$ cat src/rtl/dtw_mem_arb.sv
// -----------------------------------------------------------------------------
// dtw_mem_arb
//   Shares the single external 1024x32 SRAM port between three requesters:
//   port 0 = backtrace writeback, port 1 = template fetch, port 2 = host/debug.
//   One access is granted per cycle by fixed priority (0 > 1 > 2), overridden
//   by aging: a port that has waited MAX_WAIT cycles becomes urgent and the
//   lowest-index urgent port wins. A write is held off for one cycle after a
//   read grant so the data pads can turn around. Read data comes back with a
//   fixed two-cycle latency from the grant and is tagged with the port index.
//
// Ports
//   clk_i, rst_i      clock, synchronous active-high reset
//   req_i/we_i        per-port request / write enable
//   addr_i/wdata_i    per-port address / write data, port p at [p*W +: W]
//   gnt_o             one-hot (or zero) combinational grant
//   rvalid_o          per-port read-data-valid pulse, registered
//   rdata_o           shared read data (pass-through of data_i)
//   addr_o, data_o    registered SRAM address / write data
//   data_tri_ena      registered pad drive enable for data_o
//   WR_o, CS_o        registered SRAM write strobe / chip select
//   data_i            SRAM read data, valid the cycle after a read command
// -----------------------------------------------------------------------------
module dtw_mem_arb #(
  parameter int AW       = 10,
  parameter int DW       = 32,
  parameter int MAX_WAIT = 8
) (
  input  logic            clk_i,
  input  logic            rst_i,
  input  logic [2:0]      req_i,
  input  logic [2:0]      we_i,
  input  logic [3*AW-1:0] addr_i,
  input  logic [3*DW-1:0] wdata_i,
  output logic [2:0]      gnt_o,
  output logic [2:0]      rvalid_o,
  output logic [DW-1:0]   rdata_o,
  output logic [AW-1:0]   addr_o,
  output logic [DW-1:0]   data_o,
  output logic            data_tri_ena,
  output logic            WR_o,
  output logic            CS_o,
  input  logic [DW-1:0]   data_i
);

  localparam int              WW       = $clog2(MAX_WAIT + 1);
  localparam logic [WW-1:0]   WAIT_MAX = WW'(MAX_WAIT);

  logic [WW-1:0] wait_q [3];
  // A read granted last edge: drives both the turnaround bubble and the
  // first stage of the read-return pipeline.
  logic          rd_pend_q;
  logic [1:0]    rd_port_q;

  logic [2:0]    elig;
  logic [2:0]    urgent;
  logic [2:0]    pick;
  logic [2:0]    gnt;
  logic [1:0]    gnt_idx;
  logic          any_gnt;
  logic          gnt_we;
  logic [AW-1:0] sel_addr;
  logic [DW-1:0] sel_wdata;

  // NOTE: every signal driven here gets a default first so no path leaves it
  // unassigned; otherwise synthesis infers a latch.
  always_comb begin
    elig    = req_i & ~(we_i & {3{rd_pend_q}});
    urgent  = '0;
    for (int p = 0; p < 3; p++) urgent[p] = (wait_q[p] == WAIT_MAX);
    // Urgent eligible ports shadow the plain priority order entirely.
    pick    = ((elig & urgent) != 3'b000) ? (elig & urgent) : elig;
    gnt     = 3'b000;
    gnt_idx = 2'd0;
    if (!rst_i) begin
      if (pick[0]) begin
        gnt     = 3'b001;
        gnt_idx = 2'd0;
      end else if (pick[1]) begin
        gnt     = 3'b010;
        gnt_idx = 2'd1;
      end else if (pick[2]) begin
        gnt     = 3'b100;
        gnt_idx = 2'd2;
      end
    end
    any_gnt   = (gnt != 3'b000);
    gnt_we    = we_i[gnt_idx];
    sel_addr  = addr_i[gnt_idx*AW +: AW];
    sel_wdata = wdata_i[gnt_idx*DW +: DW];
  end

  assign gnt_o   = gnt;
  assign rdata_o = data_i;

  // NOTE: sequential state uses non-blocking assignments only, so every
  // register samples the pre-edge values regardless of statement order.
  always_ff @(posedge clk_i) begin
    if (rst_i) begin
      CS_o         <= 1'b0;
      WR_o         <= 1'b0;
      data_tri_ena <= 1'b0;
      addr_o       <= '0;
      data_o       <= '0;
      rd_pend_q    <= 1'b0;
      rd_port_q    <= 2'd0;
      rvalid_o     <= 3'b000;
      for (int p = 0; p < 3; p++) wait_q[p] <= '0;
    end else begin
      CS_o         <= any_gnt;
      WR_o         <= any_gnt & gnt_we;
      data_tri_ena <= any_gnt & gnt_we;
      // Address and write data hold across idle cycles to avoid pin toggling.
      if (any_gnt) begin
        addr_o <= sel_addr;
        data_o <= sel_wdata;
      end
      rd_pend_q <= any_gnt & ~gnt_we;
      rd_port_q <= gnt_idx;
      // Second pipeline stage: SRAM returns data now, flag the owning port.
      rvalid_o  <= rd_pend_q ? (3'b001 << rd_port_q) : 3'b000;
      for (int p = 0; p < 3; p++) begin
        if (!req_i[p] || gnt[p])
          wait_q[p] <= '0;
        else if (wait_q[p] != WAIT_MAX)
          wait_q[p] <= wait_q[p] + 1'b1;
      end
    end
  end

endmodule

$ cat config.mk
export PLATFORM = sky130hd
export DESIGN_NAME = dtw_mem_arb
export DESIGN_NICKNAME = d
export VERILOG_FILES = /design/src/rtl/dtw_mem_arb.sv
export SDC_FILE = /design/constraint.sdc
export NUM_CORES = 1
export LEC_CHECK = 0
export ABC_AREA = 1
export CAP_MARGIN = 20
export CORE_MARGIN = 10
export CORE_UTILIZATION = 43
export CTS_BUF_LIST = sky130_fd_sc_hd__clkbuf_2 sky130_fd_sc_hd__clkbuf_4 sky130_fd_sc_hd__clkbuf_8
export CTS_CLUSTER_DIAMETER = 80
export DETAILED_ROUTE_END_ITERATION = 8
export PLACE_DENSITY_LB_ADDON = 0.25
export SETUP_SLACK_MARGIN = 0.5
export SYNTH_ARGS = -nofsm -noshare
export SYNTH_HDL_FRONTEND = slang
export SYNTH_SLANG_ARGS = --single-unit
export TNS_END_PERCENT = 10
$ cat constraint.sdc
create_clock -name clk_i -period 3.11 [get_ports clk_i]
set_input_delay 0.4665 -clock clk_i [delete_from_list [all_inputs] [get_ports clk_i]]
set_output_delay 0.4665 -clock clk_i [all_outputs]
set_load 0.03 [all_outputs]
==> results.sh <==
export IMPL_portBuffers=184
export IMPL_worstPathRequired_ns=2.64
export IMPL_grt_max_degree=62
export IMPL_filler_cell_count=875
export IMPL_synth_area_per_cell_um2=6.59
export IMPL_tritoncts="built"
export IMPL_die_width_um=121
export IMPL_cap_viol_max_count=0
export IMPL_layout_drive_gt1_share=0.0947
export IMPL_async_flop_share=0
export IMPL_cpMaxStageDelayCell="edfxtp_1"
export IMPL_path_class="flip-flop to output port"
export IMPL_gp_congestion=0.882
export IMPL_grt_pass1_wl_um=24300
export IMPL_seq_power_share=0.381
export IMPL_yosys_warnings=0
export IMPL_netlist_area_mm2=0.00442
export IMPL_synth_cell_type_count=29
export IMPL_slew_headroom=0.599
export IMPL_root_buffer="clkbuf_8"
export IMPL_finClkSkew_ns=0.00867
export IMPL_status="finished, final reports clean"
export IMPL_drc=0
export IMPL_antenna_found_initial=0
export IMPL_power_frac_clock=0.279
export IMPL_worst_pin_slew_ns=0.602
export IMPL_area_delta_synth_final_pct=43.9
export IMPL_clkLatencyLatePin_ns=0.34
export IMPL_clock_sinks=62
export IMPL_routedWlPerCell_um=16.6
export IMPL_rows=36
export IMPL_cts_buffers=9
export IMPL_yosys_area_top_type_share=0.227
export IMPL_fmax_mhz=394
export IMPL_min_period_ns=2.54
export IMPL_die_h_um=121
export IMPL_synth_edf_count=12
export IMPL_slowest_delay_ns=0.41
export IMPL_start_kind="flip-flop"
export IMPL_fin_crit_sh=0.815
export IMPL_gr_total_overflow=0
export IMPL_diodes=0
export IMPL_setup_viol=0
export IMPL_cts_hold_buffers=0
export IMPL_syn_nets=842
export IMPL_yosys_area_top_type="dfxtp_1"
export IMPL_dp_hpwl_um=11400
export IMPL_setup_tns_final_ns=0
export IMPL_cp_max_fo=10
export IMPL_worstPathCellList="inv_1, ha_1, nand2_1, nor2_2, nand2_4, nand3_1, nand2_1, nand2_4, nand3_4, inv_2, buf_4"
export IMPL_ant_nets=0
export IMPL_clock_path_buffers=2
export IMPL_first_pass_iters=7
export IMPL_ys_flop_type="dfxtp_1"
export IMPL_first_global_vias=4943
export IMPL_core_region_area_mm2=0.00991
export IMPL_hold_viol=0
export IMPL_p_sw_frac=0.329
export IMPL_hold_ws_ns=0.476
export IMPL_stdcell_area_mm2=0.00636
export IMPL_p_leak_nw=3.13
export IMPL_ios=249
export IMPL_dp_slack_ns=0.345
export IMPL_ys_seq_elements=62
export IMPL_drv_slew=0
export IMPL_drtIter0Drc=347
export IMPL_synth_area_leaders="dfxtp_1, nand4_1, inv_1"
export IMPL_worst_setup_path_end_kind="output port"
export IMPL_final_nets=980
export IMPL_start_util=0.446
export IMPL_layout_setup_ws_ns=0.575
export IMPL_final_common_cell="clkdlybuf4s50_1"
export IMPL_hold_class="flip-flop to flip-flop"
export IMPL_synth_cells=670
export IMPL_ys_seq_area_frac=0.308
export IMPL_drt_total_wl_um=15700
export IMPL_clk_pin_slew_ns=0.07
export IMPL_power_internal_w=0.00162
export IMPL_arrival_ns=2.07
export IMPL_via_count=4972
export IMPL_grt_setup_unrepaired="yes"
export IMPL_htreeDepth=3
export IMPL_die_area_mm2=0.0147
export IMPL_placed_cell_area_mm2=0.00602
export IMPL_p_per_area_mw_per_mm2=381
export IMPL_layout_common_cells="clkdlybuf4s50_1, inv_1, nand2_1, nand4_1"
export IMPL_viasPerCell=5.26
export IMPL_ir_drop_mv=0.152
export IMPL_combPwrFrac=0.340
export IMPL_grt_usage=0.201
export IMPL_switchingPower_w=0.000797
export IMPL_utilization=0.641
layer usage:
metal,track usage,up-vias,wire (um)
met2,0.316,287,7180
met4,0.0671,0,206
met3,0.0963,19,1930
met5,0,-,0
met1,0.234,2249,6390
li1,-,2417,-
power groups by stage:
stage / logic [W] / registers, W / clock network, W
after floorplan: 0.000390 / 0.00105 / 0
after global placement: 0.000791 / 0.000938 / 0
after detailed placement: 0.000802 / 0.000940 / 0
after CTS: 0.000807 / 0.000923 / 0.000697
after global routing: 0.000894 / 0.000930 / 0.000729
final: 0.000823 / 0.000924 / 0.000675
area by class of cell:
class                   count  area (um2)  share of cell area
flip-flops and latches     62        1360               0.214
repair buffers            208        2030               0.319
multi-input cells         379        2060               0.324
well taps                 133         166              0.0262
clock buffers              15         181              0.0285
inverters                 148         556              0.0874
clock inverters             1        5.00            0.000787
sequential cells by signal (all words and copies together) (netlist names):
name	flops
addr_o	10
rd_port_q	2
WR_o	1
wait_q	12
rd_pend_q	1
data_o	32
CS_o	1
rvalid_o	3
cell usage after synthesis (12+ instances only):
master and instances:
a21oi_1 44, buf_2 19, buf_4 44, clkbuf_1 14
dfxtp_1 50, edfxtp_1 12, inv_1 138, nand2_1 100
nand3_1 52, nand4_1 90, nor2_1 23, o21ai_1 35
critical path: cells and delay by family, from the launching register on:
| kind | cells | cell delay [ns] |
|---|---|---|
| adders and majority gates | 1 | 0.18 |
| DFF | 1 | 0.41 |
| buffers and inverters | 3 | 0.31 |
| and+or+nand+nor | 7 | 0.83 |
cells by family after synthesis:
family | count (synthesis) | share of synthesized area
simple gates | 279 | 0.320
buf+inv | 230 | 0.243
flops | 62 | 0.308
compound gates | 87 | 0.0994
xor+xnor | 6 | 0.0119
fa+ha+maj | 6 | 0.0170
worst paths after layout:
path                                                  from                 endpoint  slack (ns)  cells after the start
worst min register to register     rd_port_q[0]$_SDFF_PP0_   rvalid_o[1]$_SDFF_PP0_        0.48                      2
worst min-delay path               rd_port_q[0]$_SDFF_PP0_   rvalid_o[1]$_SDFF_PP0_        0.48                      2
worst max register to register  wait_q[1][0]$_SDFFCE_PN0P_  data_o[24]$_SDFFE_PP0P_        0.71                     13
worst max-delay path            wait_q[1][0]$_SDFFCE_PN0P_                 gnt_o[2]        0.57                     11
metrics by stage:
stage / instances / power (W)
floorplan: 670 / 0.00144
global placement: 919 / 0.00173
detailed placement: 919 / 0.00174
CTS: 935 / 0.00243
global route: 946 / 0.00255
finish: 946 / 0.00242
repair_timing:
item,4_1_cts,5_1_grt
endpoints found under the setup margin,2,5
hold endpoints to repair,0,0
pin swaps,0,2
buffers inserted,0,10
resized for setup,2,12
gates cloned,0,1
(Power assumes the default switching activity.)
